--- config.mk ---
export PLATFORM = sky130hd
export DESIGN_NAME = decode_queue
export DESIGN_NICKNAME = d
export VERILOG_FILES = /design/src/rtl/decode_queue.sv
export SDC_FILE = /design/constraint.sdc
export NUM_CORES = 1
export LEC_CHECK = 0
export ABC_AREA = 1
export CAP_MARGIN = 20
export CORE_ASPECT_RATIO = 1.5
export CORE_MARGIN = 1.5
export CORE_UTILIZATION = 42
export CTS_BUF_LIST = sky130_fd_sc_hd__clkbuf_4
export DETAILED_ROUTE_END_ITERATION = 10
export GPL_TIMING_DRIVEN = 0
export PLACE_DENSITY = 0.71
export SLEW_MARGIN = 20
export SYNTH_ARGS = -nofsm -noshare
export SYNTH_HDL_FRONTEND = slang
export SYNTH_SLANG_ARGS = --single-unit
--- constraint.sdc ---
create_clock -name clk -period 8.6 [get_ports clk]
set_clock_uncertainty 0.1 [all_clocks]
set_input_delay 0.86 -clock clk [delete_from_list [all_inputs] [get_ports clk]]
set_output_delay 0.86 -clock clk [all_outputs]
set_load 0.02 [all_outputs]
--- src/rtl/decode_queue.sv ---
// RV32I decode stage followed by a DEPTH-entry queue of decoded instructions with an illegal-instruction counter.
// Optional macro DECODE_STRICT_EN: when defined, shift-immediates with non-canonical imm[31:25] decode as ILLEGAL.
module decode_queue #(
  parameter int DEPTH = 4,
  parameter int CNT_W = 16
) (
  input  logic                       clk,
  input  logic                       rst_n,
  input  logic                       flush,
  input  logic                       in_valid,
  output logic                       in_ready,
  input  logic [31:0]                in_instr,
  input  logic [31:0]                in_pc,
  output logic                       out_valid,
  input  logic                       out_ready,
  output logic [5:0]                 out_op,
  output logic [4:0]                 out_rd,
  output logic [4:0]                 out_rs1,
  output logic [4:0]                 out_rs2,
  output logic [31:0]                out_imm,
  output logic [31:0]                out_pc,
  output logic [31:0]                out_raw,
  output logic                       out_illegal,
  output logic [$clog2(DEPTH):0]     level,
  output logic [CNT_W-1:0]           illegal_count
);

  localparam int PTR_W = $clog2(DEPTH);
  localparam int LVL_W = PTR_W + 1;

  // Handshakes: a transfer happens on a rising edge where valid && ready; valid never waits on ready.
  typedef enum logic [5:0] {
    OP_ILLEGAL = 6'd0,  OP_LUI   = 6'd1,  OP_AUIPC = 6'd2,  OP_JAL   = 6'd3,
    OP_JALR    = 6'd4,  OP_BEQ   = 6'd5,  OP_BNE   = 6'd6,  OP_BLT   = 6'd7,
    OP_BGE     = 6'd8,  OP_BLTU  = 6'd9,  OP_BGEU  = 6'd10, OP_LB    = 6'd11,
    OP_LH      = 6'd12, OP_LW    = 6'd13, OP_LBU   = 6'd14, OP_LHU   = 6'd15,
    OP_SB      = 6'd16, OP_SH    = 6'd17, OP_SW    = 6'd18, OP_ADDI  = 6'd19,
    OP_SLTI    = 6'd20, OP_SLTIU = 6'd21, OP_XORI  = 6'd22, OP_ORI   = 6'd23,
    OP_ANDI    = 6'd24, OP_SLLI  = 6'd25, OP_SRLI  = 6'd26, OP_SRAI  = 6'd27,
    OP_ADD     = 6'd28, OP_SUB   = 6'd29, OP_SLL   = 6'd30, OP_SLT   = 6'd31,
    OP_SLTU    = 6'd32, OP_XOR   = 6'd33, OP_SRL   = 6'd34, OP_SRA   = 6'd35,
    OP_OR      = 6'd36, OP_AND   = 6'd37
  } op_e;

  typedef enum logic [2:0] {
    IMM_NONE, IMM_I, IMM_S, IMM_B, IMM_U, IMM_J, IMM_SH
  } imm_sel_e;

  typedef struct packed {
    op_e         op;
    logic [4:0]  rd;
    logic [4:0]  rs1;
    logic [4:0]  rs2;
    logic [31:0] imm;
    logic [31:0] pc;
    logic [31:0] raw;
  } entry_t;

  logic [6:0] opcode;
  logic [2:0] funct3;
  logic [6:0] funct7;
  op_e        dec_op;
  imm_sel_e   imm_sel;
  logic       use_rd, use_rs1, use_rs2;
  logic       dec_illegal;
  entry_t     dec;

  assign opcode = in_instr[6:0];
  assign funct3 = in_instr[14:12];
  assign funct7 = in_instr[31:25];

  always_comb begin
    dec_op  = OP_ILLEGAL;
    imm_sel = IMM_NONE;
    use_rd  = 1'b0;
    use_rs1 = 1'b0;
    use_rs2 = 1'b0;
    if (in_instr[1:0] == 2'b11) begin
      case (opcode)
        7'b0110111: begin dec_op = OP_LUI;   imm_sel = IMM_U; use_rd = 1'b1; end
        7'b0010111: begin dec_op = OP_AUIPC; imm_sel = IMM_U; use_rd = 1'b1; end
        7'b1101111: begin dec_op = OP_JAL;   imm_sel = IMM_J; use_rd = 1'b1; end
        7'b1100111: begin
          imm_sel = IMM_I; use_rd = 1'b1; use_rs1 = 1'b1;
          if (funct3 == 3'b000) dec_op = OP_JALR;
        end
        7'b1100011: begin
          imm_sel = IMM_B; use_rs1 = 1'b1; use_rs2 = 1'b1;
          case (funct3)
            3'b000:  dec_op = OP_BEQ;
            3'b001:  dec_op = OP_BNE;
            3'b100:  dec_op = OP_BLT;
            3'b101:  dec_op = OP_BGE;
            3'b110:  dec_op = OP_BLTU;
            3'b111:  dec_op = OP_BGEU;
            default: dec_op = OP_ILLEGAL;
          endcase
        end
        7'b0000011: begin
          imm_sel = IMM_I; use_rd = 1'b1; use_rs1 = 1'b1;
          case (funct3)
            3'b000:  dec_op = OP_LB;
            3'b001:  dec_op = OP_LH;
            3'b010:  dec_op = OP_LW;
            3'b100:  dec_op = OP_LBU;
            3'b101:  dec_op = OP_LHU;
            default: dec_op = OP_ILLEGAL;
          endcase
        end
        7'b0100011: begin
          imm_sel = IMM_S; use_rs1 = 1'b1; use_rs2 = 1'b1;
          case (funct3)
            3'b000:  dec_op = OP_SB;
            3'b001:  dec_op = OP_SH;
            3'b010:  dec_op = OP_SW;
            default: dec_op = OP_ILLEGAL;
          endcase
        end
        7'b0010011: begin
          imm_sel = IMM_I; use_rd = 1'b1; use_rs1 = 1'b1;
          case (funct3)
            3'b000: dec_op = OP_ADDI;
            3'b010: dec_op = OP_SLTI;
            3'b011: dec_op = OP_SLTIU;
            3'b100: dec_op = OP_XORI;
            3'b110: dec_op = OP_ORI;
            3'b111: dec_op = OP_ANDI;
            3'b001: begin
              imm_sel = IMM_SH;
`ifdef DECODE_STRICT_EN
              dec_op = (funct7 == 7'h00) ? OP_SLLI : OP_ILLEGAL;
`else
              dec_op = OP_SLLI;
`endif
            end
            default: begin
              imm_sel = IMM_SH;
`ifdef DECODE_STRICT_EN
              if (funct7 == 7'h00)      dec_op = OP_SRLI;
              else if (funct7 == 7'h20) dec_op = OP_SRAI;
              else                      dec_op = OP_ILLEGAL;
`else
              dec_op = in_instr[30] ? OP_SRAI : OP_SRLI;
`endif
            end
          endcase
        end
        7'b0110011: begin
          use_rd = 1'b1; use_rs1 = 1'b1; use_rs2 = 1'b1;
          if (funct7 == 7'h00) begin
            case (funct3)
              3'b000:  dec_op = OP_ADD;
              3'b001:  dec_op = OP_SLL;
              3'b010:  dec_op = OP_SLT;
              3'b011:  dec_op = OP_SLTU;
              3'b100:  dec_op = OP_XOR;
              3'b101:  dec_op = OP_SRL;
              3'b110:  dec_op = OP_OR;
              default: dec_op = OP_AND;
            endcase
          end else if (funct7 == 7'h20) begin
            case (funct3)
              3'b000:  dec_op = OP_SUB;
              3'b101:  dec_op = OP_SRA;
              default: dec_op = OP_ILLEGAL;
            endcase
          end
        end
        default: dec_op = OP_ILLEGAL;
      endcase
    end
  end

  assign dec_illegal = (dec_op == OP_ILLEGAL);

  // Illegal entries carry no register or immediate fields at all.
  always_comb begin
    dec.op  = dec_op;
    dec.rd  = (use_rd  && !dec_illegal) ? in_instr[11:7]  : 5'd0;
    dec.rs1 = (use_rs1 && !dec_illegal) ? in_instr[19:15] : 5'd0;
    dec.rs2 = (use_rs2 && !dec_illegal) ? in_instr[24:20] : 5'd0;
    dec.pc  = in_pc;
    dec.raw = in_instr;
    dec.imm = 32'd0;
    if (!dec_illegal) begin
      case (imm_sel)
        IMM_I:   dec.imm = {{20{in_instr[31]}}, in_instr[31:20]};
        IMM_S:   dec.imm = {{20{in_instr[31]}}, in_instr[31:25], in_instr[11:7]};
        IMM_B:   dec.imm = {{19{in_instr[31]}}, in_instr[31], in_instr[7],
                            in_instr[30:25], in_instr[11:8], 1'b0};
        IMM_U:   dec.imm = {in_instr[31:12], 12'd0};
        IMM_J:   dec.imm = {{11{in_instr[31]}}, in_instr[31], in_instr[19:12],
                            in_instr[20], in_instr[30:21], 1'b0};
        IMM_SH:  dec.imm = {27'd0, in_instr[24:20]};
        default: dec.imm = 32'd0;
      endcase
    end
  end

  entry_t             mem_q [DEPTH];
  logic [PTR_W-1:0]   wr_ptr_q, wr_ptr_d;
  logic [PTR_W-1:0]   rd_ptr_q, rd_ptr_d;
  logic [LVL_W-1:0]   level_q, level_d;
  logic [CNT_W-1:0]   cnt_q, cnt_d;
  logic               push, pop;
  entry_t             head;

  assign in_ready  = (level_q < LVL_W'(DEPTH));
  assign out_valid = (level_q != '0);
  assign push      = in_valid && in_ready && !flush;
  assign pop       = out_valid && out_ready && !flush;

  always_comb begin
    wr_ptr_d = wr_ptr_q;
    rd_ptr_d = rd_ptr_q;
    level_d  = level_q;
    cnt_d    = cnt_q;
    if (flush) begin
      wr_ptr_d = '0;
      rd_ptr_d = '0;
      level_d  = '0;
    end else begin
      if (push) wr_ptr_d = wr_ptr_q + PTR_W'(1);
      if (pop)  rd_ptr_d = rd_ptr_q + PTR_W'(1);
      case ({push, pop})
        2'b10:   level_d = level_q + LVL_W'(1);
        2'b01:   level_d = level_q - LVL_W'(1);
        default: level_d = level_q;
      endcase
      if (push && dec_illegal && (cnt_q != {CNT_W{1'b1}})) cnt_d = cnt_q + CNT_W'(1);
    end
  end

  always_ff @(posedge clk or negedge rst_n) begin
    if (!rst_n) begin
      wr_ptr_q <= '0;
      rd_ptr_q <= '0;
      level_q  <= '0;
      cnt_q    <= '0;
    end else begin
      wr_ptr_q <= wr_ptr_d;
      rd_ptr_q <= rd_ptr_d;
      level_q  <= level_d;
      cnt_q    <= cnt_d;
    end
  end

  // Entry storage is deliberately left out of reset.
  always_ff @(posedge clk) begin
    if (push) mem_q[wr_ptr_q] <= dec;
  end

  assign head          = mem_q[rd_ptr_q];
  assign out_op        = head.op;
  assign out_rd        = head.rd;
  assign out_rs1       = head.rs1;
  assign out_rs2       = head.rs2;
  assign out_imm       = head.imm;
  assign out_pc        = head.pc;
  assign out_raw       = head.raw;
  assign out_illegal   = (head.op == OP_ILLEGAL);
  assign level         = level_q;
  assign illegal_count = cnt_q;

endmodule

==> results of run 1 <==
## layout make-up
| class | count | area, um^2 | area share (%) |
|---|---|---|---|
| inverter | 72 | 273 | 1.10 |
| clock inverter | 42 | 268 | 1.08 |
| timing repair buffer | 232 | 2670 | 10.8 |
| sequential | 491 | 14600 | 59.0 |
| buffer | 90 | 388 | 1.56 |
| clock buffer | 166 | 1250 | 5.02 |
| antenna | 2 | 5.00 | 0.0202 |
| tap | 594 | 743 | 3.00 |
| multi-input combinational | 946 | 4590 | 18.5 |
## cells by family after synthesis
kind of cell             count (synthesis)
adder cells (fa/ha/maj)                  6
XOR/XNOR                                16
flip-flops                             491
buffers and inverters                  162
AO/OA/AOI/OAI                          392
AND/OR/NAND/NOR                        532
## per-stage QoR
step / area, um^2 / setup TNS (ns) / hold WS (ns) / cells / setup WS [ns]
4_1_cts: 24800 / 0 / 0.451 / 2632 / 3.29
5_1_grt: 24800 / 0 / 0.440 / 2634 / 3.14
6_report: 24800 / 0 / 0.445 / 2635 / 3.42
3_3_place_gp: 22700 / -1334.68 / 0.416 / 2400 / -3.00
2_1_floorplan: 19900 / 0 / 0.415 / 1599 / 1.86
3_5_place_dp: 23300 / 0 / 0.419 / 2424 / 4.24
## cell usage after synthesis
| cell type | instances | area, um^2 |
|---|---|---|
| a21oi_2 | 1 | 8.76 |
| a31oi_2 | 1 | 12.5 |
| buf_2 | 7 | 35.0 |
| nor2_8 | 1 | 20.0 |
| clkbuf_1 | 75 | 282 |
| nor3b_1 | 1 | 7.51 |
| nor3_1 | 13 | 65.1 |
| buf_6 | 4 | 45.0 |
| nor2_4 | 2 | 22.5 |
| nand4_1 | 18 | 113 |
| buf_4 | 3 | 22.5 |
| inv_2 | 4 | 15.0 |
| a31oi_1 | 1 | 6.26 |
| nand2_1 | 113 | 424 |
| nand3_4 | 1 | 17.5 |
| ha_1 | 5 | 62.6 |
| nand3_1 | 29 | 145 |
| inv_4 | 1 | 6.26 |
| o21ai_0 | 247 | 1240 |
| o21ai_1 | 2 | 10.0 |
| nor2_1 | 340 | 1280 |
| edfxtp_1 | 468 | 14100 |
| nand3_2 | 3 | 30.0 |
| buf_1 | 1 | 3.75 |
| or2_0 | 1 | 6.26 |
| nor2_2 | 2 | 12.5 |
| a22oi_1 | 12 | 90.1 |
| xnor2_1 | 8 | 70.1 |
| inv_1 | 67 | 251 |
| xor2_1 | 8 | 70.1 |
| nand2_2 | 5 | 31.3 |
| fa_1 | 1 | 20.0 |
| dfrtp_1 | 23 | 576 |
| a21oi_1 | 11 | 55.1 |
| o22ai_1 | 117 | 732 |
| nor4_1 | 3 | 18.8 |
## metal layers
layer  global-route usage (%)  share of wire, %  up-vias  routed length, um
met4                     10.2               3.4        2               1910
met3                     4.43               7.1      128               3950
met1                     26.2                37     7086              20500
met2                     41.1                52      643              29100
met5                        0             0.023        -                 13
li1                         -                 -     6575                  -
## worst max path at each step
stage | from | to | slack (ns)
after floorplan | flush | mem_q[0][0] | 1.86
after global placement | flush | mem_q[0][54] | -3.00
after detailed placement | rd_ptr_q[0] | out_imm[0] | 4.24
after CTS | rd_ptr_q[0] | out_raw[16] | 3.29
after global routing | rd_ptr_q[0] | out_raw[16] | 3.14
final | rd_ptr_q[0] | out_raw[16] | 3.42
## sequential cells by signal (all words and copies together), names as in the netlist
register	count
mem_q	468
rd_ptr_q	2
wr_ptr_q	2
illegal_count	16
level	3
## worst reg2reg max path, cell delays in order (launching register included)
cell,delay (ns)
dfrtp_1,0.40
inv_1,0.14
nand3_1,0.40
nor2_4,0.76
buf_12,0.28
buf_16,0.21
buf_16,0.18
## power by group through the flow
stage / clock [mW] / combinational [mW] / sequential (mW)
after floorplan: 0 / 0.894 / 2.92
after global placement: 0 / 1.78 / 2.93
after detailed placement: 0 / 1.87 / 2.88
after CTS: 1.94 / 1.88 / 2.83
after global routing: 2.05 / 1.98 / 2.84
final: 1.89 / 1.86 / 2.83
==> results.yml, run 1 <==
clocking:
  h-tree-depth: 3
  cts_hold_buf: 0
  cts_tree: "yes"
  clk_pin_slew_worst_paths_ns: 0.07
  cts_sinks: 491
  cts_buffer_depth: 3
  cts_setup_buffers: 0
  cts_buffers: 112
  post_cts_resized: 0
  clockRootBuffer: "clkbuf_4"
  worstSkewPairLatency_ns: 0.84
global_routing:
  track_usage_pct: 22.8
  grt_max_degree: 24
  grt_pass1_vias: 14700
  grt_pass1_wl_mm: 84.2
  grt_antenna_before_repair: 3
  grt-ovfl-total: 0
yosys:
  synth_top_family_by_area: "simple AND/OR/NAND/NOR gates"
  yosysSeqAreaShare_pct: 73.7
  syn_inst: 1599
  synth_fa_ha_area_share_pct: 0.416
  synth-simple-area-share_pct: 11.0
  synth_area_um2: 19900
  synthXorXnorAreaFrac_pct: 0.706
  synth.distinct_cells: 36
  synth_seq_cells: 491
  syn-num-nets: 1674
  avgSynthCellArea_um2: 12.4
  synthMuxAreaShare_pct: 0
  synth_compound_area_share_pct: 10.8
  synth_warnings: 0
placed_design:
  dp_hpwl_mm: 38.1
  routabilityCongestion: 0.905
  portBuffers: 207
critical_path:
  rr_worst_depth: 6
  critPathSlowestCell: "clkdlybuf4s50_1"
  critPathLaunchType: "flop"
  crit_family: "buffers and inverters"
  rrSetupSlack_ns: 5.79
  critPathKind: "reg -> out"
  cp.required_ns: 7.64
  cpPeakStageDelay_ns: 0.69
  rr_startpoint: "level[2]"
  cp.arrival_ns: 4.22
  critPathMaxFanout: 10
  cp_num_cells: 8
  path_common_cell: "clkbuf_1"
  cp_cell_sequence: "buf_2 > inv_1 > clkbuf_1 > clkbuf_1 > clkbuf_1 > nor2_1 > o22ai_1 > clkdlybuf4s50_1"
  critPathBufInv: 6
  r2r-end: "mem_q[1][54]"
  endpoint_kind: "primary output"
pwr:
  share_seq_of_total_power_pct: 43.0
  leakage_nw: 8.68
  combPwrFrac_pct: 28.3
  powerDensity_nw_per_um2: 265
  p_sw_mw: 2.13
  sw_frac_of_total_pct: 32.4
  power_mw: 6.59
  vdd_drop_max_mv: 0.187
  p_int_mw: 4.46
  pwr-share-clk_pct: 28.7
floorplan:
  ios: 208
  num_rows: 97
  start_util_pct: 42.5
  die_y_um: 269
  core_um2: 46700
  die_area_um2: 48600
  dieWidth_um: 181
drt:
  via_per_inst: 5.48
  wl_per_cell_um: 21.1
  vias: 14400
  final_antenna_net_count: 0
  drtPass1Iterations: 6
  wl_mm: 55.5
  drt_iter0_drc: 1276
  drcViolationCount: 0
worst_hold_path:
  hp-start: "illegal_count[1]"
  min_to: "illegal_count[1]"
  min_path_cells: 2
  worstHoldPathType: "reg -> reg"
finish:
  nets: 2020
  utilization_pct: 53.1
  drive_gt1_share_pct: 12.0
  final_common_cell: "edfxtp_1"
  fill_cells: 3977
  final_cell_mix: "edfxtp_1, nor2_1, o21ai_0"
  synthToLayoutAreaGrowth_pct: 25.0
sta:
  fmax_mhz: 193
  worst_slew_pin_slew_ns: 0.832
  timing.final.crit_share_pct: 60.3
  maxSlewHeadroom_pct: 44.5
  setup_viol: 0
  slew_violations: 0
  period_minus_slack_ns: 5.18
  rsz0062_at_grt: "false"
  finalHoldViolations: 0
run_status:
  status: "finished clean"
flow_run:
  max-cap-violations: 0
Power figures use the tool's default switching activity.
==> run 2: changes to the inputs <==
Clock period 8.6 ns to 5.25 ns, I/O delays scaled along.
==> results of run 2 <==
The final DEF is identical to that of run 1. Status: finished clean.
Main changes from that run: setup slack after placement 4.24 ns -> 1.23 ns; setup slack after layout 3.42 ns -> 0.403 ns; hold slack 0.445 ns -> 0.121 ns; register-to-register setup slack 5.79 ns -> 2.44 ns; total power 6.59 mW -> 10.8 mW; worst IR drop on VDD 0.187 mV -> 0.307 mV
==> patch (flow settings as in run 2) <==
Change the parameter `CNT_W` from 16 to 32.
--- a/src/rtl/decode_queue.sv
+++ b/src/rtl/decode_queue.sv
@@ -2,7 +2,7 @@
 // Optional macro DECODE_STRICT_EN: when defined, shift-immediates with non-canonical imm[31:25] decode as ILLEGAL.
 module decode_queue #(
   parameter int DEPTH = 4,
-  parameter int CNT_W = 16
+  parameter int CNT_W = 32
 ) (
   input  logic                       clk,
   input  logic                       rst_n,
Interface: changed (resized illegal_count); port bits go from 208 to 224. No check against the original RTL was run, so the function may have changed too.
==> patch against run 2 <==
Cell area increased by 6.0%; clock power decreased by 2%; register-to-register slack improved by 0.03 ns; sequential power increased by 2%; critical path depth unchanged; power increased by 2.6%; worst setup slack got worse by 0.16 ns; cell count increased by 10%; sequential cell count increased by 16; first-iteration DRC count decreased by 11%; area after synthesis increased by 6.4%; routed wire length increased by 12%.
==> patch: results (changes against run 2) <==
[routing]
met2WireLength_um=31700  ; +8.8%
met3_wirelength_um=5240  ; +33%
wire_per_inst_um=21.3  ; +1.3%
dr.first_iter.drc_count=1141  ; -11%

[grt]
grt_usage_pct=23.9  ; +1.1 points
antenna_found_initial=7  ; +4
grt_first_pass_wirelength_um=91700  ; +8.9%

[sta]
relSlewSlack_pct=29.7  ; -15 points

[synth]
synthTopCellsByCount=468 x edfxtp_1, 376 x nor2_1, 244 x o21ai_0
synthArstFlopShare_pct=7.69  ; +3.0 points
ys_seq_area_share_pct=71.1  ; -2.5 points
syn-num-nets=1872  ; +12%
synth_xor_area_share_pct=1.33  ; +0.62 points
synth_compound_area_share_pct=10.4  ; -0.43 points
synthAdderAreaFrac_pct=0.391  ; -0.025 points

[placed_design]
port_buffers=223  ; +7.7%
hpwl_um=43600  ; +14%
place_ws_ns=0.915  ; -0.312 ns
placed_area_um2=24800  ; +6.7%
place.gp.congestion=0.956  ; +5.7%

[final_layout]
fillerInstances=4282  ; +7.7%
drive_above_1_share_pct=10.9  ; -1.2 points

[critical_path]
slowest_delay_ns=0.80  ; +0.11 ns
cp.arrival_ns=4.39  ; +0.17 ns

[outcome]
status=finished clean

[clock_tree]
cts-buffers-inserted=111  ; -0.89%
postCtsHoldBufs=1  ; +1

## patch: final timing paths
| check | start | end | slack, ns |
|---|---|---|---|
| worst max register to register | rd_ptr_q[0]$_DFFE_PN0P_ | rd_ptr_q[0]$_DFFE_PN0P_ | 2.47 |
| worst min register to register | illegal_count[31]$_DFFE_PN0P_ | illegal_count[31]$_DFFE_PN0P_ | 0.41 |
| min in group clk | in_pc[15] | mem_q[3][47]$_DFFE_PP_ | 0.19 |
| worst max-delay path | rd_ptr_q[0]$_DFFE_PN0P_ | out_imm[12] | 0.24 |
| worst min-delay path | rst_n | level[0]$_DFFE_PN0P_ | 0.11 |
| max in group asynchronous | rst_n | illegal_count[2]$_DFFE_PN0P_ | 4.43 |
## patch: stage by stage
stage | TNS, ns | instances
2_1_floorplan | -583.14 | 1797
3_3_place_gp | -2721.95 | 2683
3_5_place_dp | 0 | 2709
4_1_cts | 0 | 2901
5_1_grt | 0 | 2905
6_report | 0 | 2906
## patch: cell families after synthesis
group	Yosys count
flops	507
simple gates	678
buf+inv	178
xor+xnor	32
fa+ha+maj	6
compound gates	396
## patch: where the power goes
part | total (mW) | internal, mW | switching [mW]
Combinational | 3.32 | 1.21 | 2.11
Sequential | 4.71 | 4.63 | 0.0859
Clock | 3.04 | 1.58 | 1.45
Total | 11.1 | 7.42 | 3.65
## patch: layout make-up
class | instances | area, um^2 | area share [%]
Multi-Input combinational cell | 1112 | 5380 | 20.4
Clock buffer | 158 | 1190 | 4.51
Clock inverter | 33 | 255 | 0.970
Antenna cell | 6 | 15.0 | 0.0571
Sequential cell | 507 | 15000 | 57.1
Inverter | 77 | 289 | 1.10
Tap cell | 663 | 830 | 3.15
Timing Repair Buffer | 250 | 2870 | 10.9
Buffer | 100 | 458 | 1.74
